`src/rtl/serial_adder.sv`:
```
// Bit-serial adder/subtractor: one full-adder slice plus a carry flop processes
// WIDTH-bit operands LSB first, one bit per clock, with a start/done handshake.
module serial_adder #(
   parameter int WIDTH = 16
) (
   input  logic             clk,
   input  logic             rst,
   input  logic             start,
   input  logic             sub,
   input  logic [WIDTH-1:0] a,
   input  logic [WIDTH-1:0] b,
   output logic             ready,
   output logic             done,
   output logic [WIDTH-1:0] sum,
   output logic             cout,
   output logic             ovf
);

   localparam int CW = (WIDTH > 1) ? $clog2(WIDTH) : 1;
   localparam logic [CW-1:0] LAST = CW'(WIDTH - 1);

   typedef enum logic {IDLE, RUN} state_t;

   state_t           state;
   logic [WIDTH-1:0] opa;
   logic [WIDTH-1:0] opb;
   logic [WIDTH-1:0] acc;
   logic [CW-1:0]    cnt;
   logic             c;
   logic             s;
   logic             c_next;

   // Returns {carry, sum} of a single full-adder slice.
   function automatic logic [1:0] full_add(input logic x, input logic y, input logic ci);
      return {(x & y) | (x & ci) | (y & ci), x ^ y ^ ci};
   endfunction

   always_comb begin
      {c_next, s} = full_add(opa[0], opb[0], c);
   end

   assign ready = (state == IDLE);

   always_ff @(posedge clk) begin
      if (rst) begin
         state <= IDLE;
         cnt   <= '0;
         c     <= 1'b0;
         acc   <= '0;
         sum   <= '0;
         cout  <= 1'b0;
         ovf   <= 1'b0;
         done  <= 1'b0;
      end else begin
         done <= 1'b0;
         case (state)
            IDLE: begin
               // Subtraction is a + ~b + 1; the +1 enters as the initial carry.
               if (start) begin
                  opa   <= a;
                  opb   <= sub ? ~b : b;
                  c     <= sub;
                  cnt   <= '0;
                  state <= RUN;
               end
            end
            RUN: begin
               opa <= opa >> 1;
               opb <= opb >> 1;
               c   <= c_next;
               acc <= {s, acc[WIDTH-1:1]};
               cnt <= cnt + CW'(1);
               // On the MSB slice, c is the carry into the MSB and c_next the carry out.
               if (cnt == LAST) begin
                  sum   <= {s, acc[WIDTH-1:1]};
                  cout  <= c_next;
                  ovf   <= c ^ c_next;
                  done  <= 1'b1;
                  state <= IDLE;
               end
            end
            default: state <= IDLE;
         endcase
      end
   end

endmodule

```
`config.mk`:
```
export PLATFORM = sky130hd
export DESIGN_NAME = serial_adder
export DESIGN_NICKNAME = d
export VERILOG_FILES = /design/src/rtl/serial_adder.sv
export SDC_FILE = /design/constraint.sdc
export NUM_CORES = 1
export LEC_CHECK = 0
export CORE_MARGIN = 5
export CORE_UTILIZATION = 58
export CTS_BUF_LIST = sky130_fd_sc_hd__clkbuf_4
export DETAILED_ROUTE_END_ITERATION = 12
export PLACE_DENSITY = 0.88
export SETUP_SLACK_MARGIN = 0.02
export SYNTH_ARGS = -nofsm -noshare
export SYNTH_HDL_FRONTEND = slang
export SYNTH_SLANG_ARGS = --single-unit
```
`constraint.sdc`:
```
create_clock -name clk -period 4.5 [get_ports clk]
set_clock_uncertainty 0.2 [all_clocks]
set_input_delay 0.9 -clock clk [delete_from_list [all_inputs] [get_ports clk]]
set_output_delay 0.9 -clock clk [all_outputs]
set_load 0.005 [all_outputs]
```
==> metrics.md <==
| Metric | Value |
|---|---|
| Fin. Hold Viols | `0` |
| HP Class | `register to register` |
| Vias/cell | `5.16` |
| H-Tree Depth | `3` |
| First-pass GRT wire length | `8.87 mm` |
| Top FF cell, synth | `dfxtp_1` |
| PortBufs | `55` |
| Yosys warning count | `0` |
| Slew @ Worst Pin | `0.931 ns` |
| Hold-fix buffers, CTS | `0` |
| Final net count | `355` |
| Final Max Tran Viols | `0` |
| Post-Syn Nets | `304` |
| Min Tclk post-route | `3.10 ns` |
| Netlist cell types | `27` |
| Remaining global-route overflow | `0` |
| WL/cell | `14.5 um` |
| Post-Route WL | `5.70 mm` |
| Total CTS buffers | `9` |
| Power Dens Cells | `382 nW/um^2` |
| Initial Util | `58.6%` |
| #FFs+latches synth | `72` |
| Status | `finished, final reports clean` |
| WP data arrival | `2.00 ns` |
| # rows | `26` |
| Seq/Total Area, Yosys | `60.0%` |
| Endpoints failing setup | `0` |
| Antenna violations before repair | `0` |
| CTS Sinks | `72` |
| Slew headroom | `37.7%` |
| Max_cap viols | `0` |
| Max incr delay on CP | `0.90 ns` |
| Lkg Pwr | `1.29 nW` |
| Root buf cell | `clkbuf_4` |
| Vias | `2022` |
| Pwr Total | `1.42 mW` |
| Die Footprint | `6590 sq um` |
| Critical path data required time | `3.40 ns` |
| Number of flops mapped to enable cells by yosys | `32` |
| 1st-iter DRT viols | `135` |
| Most common cell after layout, fill and taps aside | `clkdlybuf4s50_1` |
| Remaining DRCs | `0` |
| Ports | `56` |
| Post-DP HPWL | `3.57 mm` |
| Synthesized area | `2940 sq um` |
| Setup repair bufs after CTS | `0` |
| Final period util | `68.9%` |
| Worst Setup Start Kind | `register` |
| CORE AREA | `5010 sq um` |
| Fmax | `322 MHz` |
| Worst Setup Path Type | `register to output pin` |
| Post-route cell area | `3710 sq um` |
| GP Congestion | `0.745` |
| Avg Inst Size Synth | `11.0 sq um` |
| Worst-case clock buffer depth | `2` |
| Fraction of registers with async set or reset after synthesis | `0%` |
| Vert. Die Dim | `81.2 um` |
| Setup TNS Final | `0 ns` |
| Max IR drop VDD | `250 uV` |
| CP cell instances | `inv_1 > clkdlybuf4s50_1` |
| Non-filler instance count after layout | `392` |
| Synthesis-to-finish area growth | `26.4%` |
| Commonest cells after routing, fill and taps aside | `clkdlybuf4s50_1 (55), nand2_1 (52), dfxtp_1 (39), edfxtp_1 (32), a21oi_1 (22)` |
| Post-DP Area | `3510 sq um` |
| Final ANT Viol Nets | `0` |
| Antenna cells | `0` |
| Die Wd | `81.2 um` |
| Placed cell count | `376` |
| Crit Path Max Fanout | `35` |
| Cells after synthesis | `266` |
| RSZ-0062 raised after global routing | `false` |
| Clock Pin Slew Worst Setup and Hold Paths | `0.11 ns` |
| Pin count of the biggest net entering global routing | `42` |
| CP max stage cell | `dfxtp_2` |
| Vias in the first global route | `1942` |
| Post_cts resized | `0` |
| Setup crit end kind | `output pin` |
| Pre-Repair DR Iteration Count | `4` |
| Clock latency on the worst-skew pair | `0.41 ns` |
| TritonCTS clock tree | `built` |
| Share of cells above drive strength 1 | `11.8%` |
| Gr usage total | `18.3%` |
==> cells by family (layout without fill, tap and decap cells) <==
logic type               Yosys count  count (layout)  synth area share [%]
AO/OA/AOI/OAI                     41              41                  7.54
adder cells (fa/ha/maj)            2               2                  1.11
multiplexers                      31              31                  11.2
AND/OR/NAND/NOR                   82              82                  11.5
XOR/XNOR                          17              17                  5.07
buffers and inverters             21              77                  3.62
flip-flops                        72              72                  60.0
==> path summary, 6_finish.rpt <==
check / startpoint / endpoint / slack [ns] / cells after the start
setup / recovery: state / ready / 1.40 / 2
hold / removal: sum[15] / sum[15] / 0.26 / 2
setup reg to reg: state / sum[0] / 2.17 / 3
hold reg to reg: sum[15] / sum[15] / 0.26 / 2
==> worst max-delay path: cells and delay by family (launching register included) <==
| family | cells | cell delay [ns] |
|---|---|---|
| flip-flops | 1 | 0.90 |
| buffers and inverters | 2 | 0.71 |
==> final cells by class <==
type                    instances  area [sq um]
fillers                       389          1300
repair buffers                 58           573
flip-flops and latches         72          1760
inverters                       3          11.3
multi-input cells             173          1070
clock inverters                 6           130
well taps                      70          87.6
clock buffers                  10          75.1
==> metrics by stage <==
| stage | hold slack (ns) | setup WS [ns] | util, % |
|---|---|---|---|
| final | 0.259 | 1.40 | 74.1 |
| after global routing | 0.279 | 1.27 | 74.1 |
| after CTS | 0.262 | 1.37 | 74.1 |
| after detailed placement | 0.246 | 1.67 | 70.0 |
| after global placement | 0.243 | 1.70 | 70.0 |
| after floorplan | 0.231 | 1.27 | - |
==> synth_stat cells, types with 2 or more instances <==
| cell type | number | area [sq um] |
|---|---|---|
| dfxtp_1 | 40 | 801 |
| xnor2_1 | 17 | 149 |
| edfxtp_1 | 32 | 961 |
| mux2_2 | 16 | 180 |
| mux2i_1 | 15 | 150 |
| buf_2 | 4 | 20.0 |
| inv_1 | 3 | 11.3 |
| nor3b_1 | 2 | 15.0 |
| o21ai_0 | 15 | 75.1 |
| buf_4 | 6 | 45.0 |
| clkbuf_1 | 7 | 26.3 |
| nor2_1 | 22 | 82.6 |
| nand2_1 | 52 | 195 |
| a21oi_1 | 22 | 110 |
==> metal layers <==
layer,wire (um),share of wire (%),global-route usage [%]
met3,229,4.0,4.21
met5,0,0,0
met1,2360,41,20.5
met4,76,1.3,8.28
met2,3040,53,32.7
==> power by group <==
| part | switching (mW) | leakage (nW) | total [mW] | internal [mW] |
|---|---|---|---|---|
| registers | 0.0177 | 0.630 | 0.734 | 0.716 |
| clock network | 0.223 | 0.109 | 0.566 | 0.342 |
| logic | 0.0508 | 0.549 | 0.118 | 0.0673 |
==> state kept, by name, summed over array words and instances (netlist names) <==
register  cells
opa          16
opb          16
sum          16
acc          15
cnt           4
c             1
cout          1
done          1
ovf           1
state         1
(Power assumes the default switching activity.)
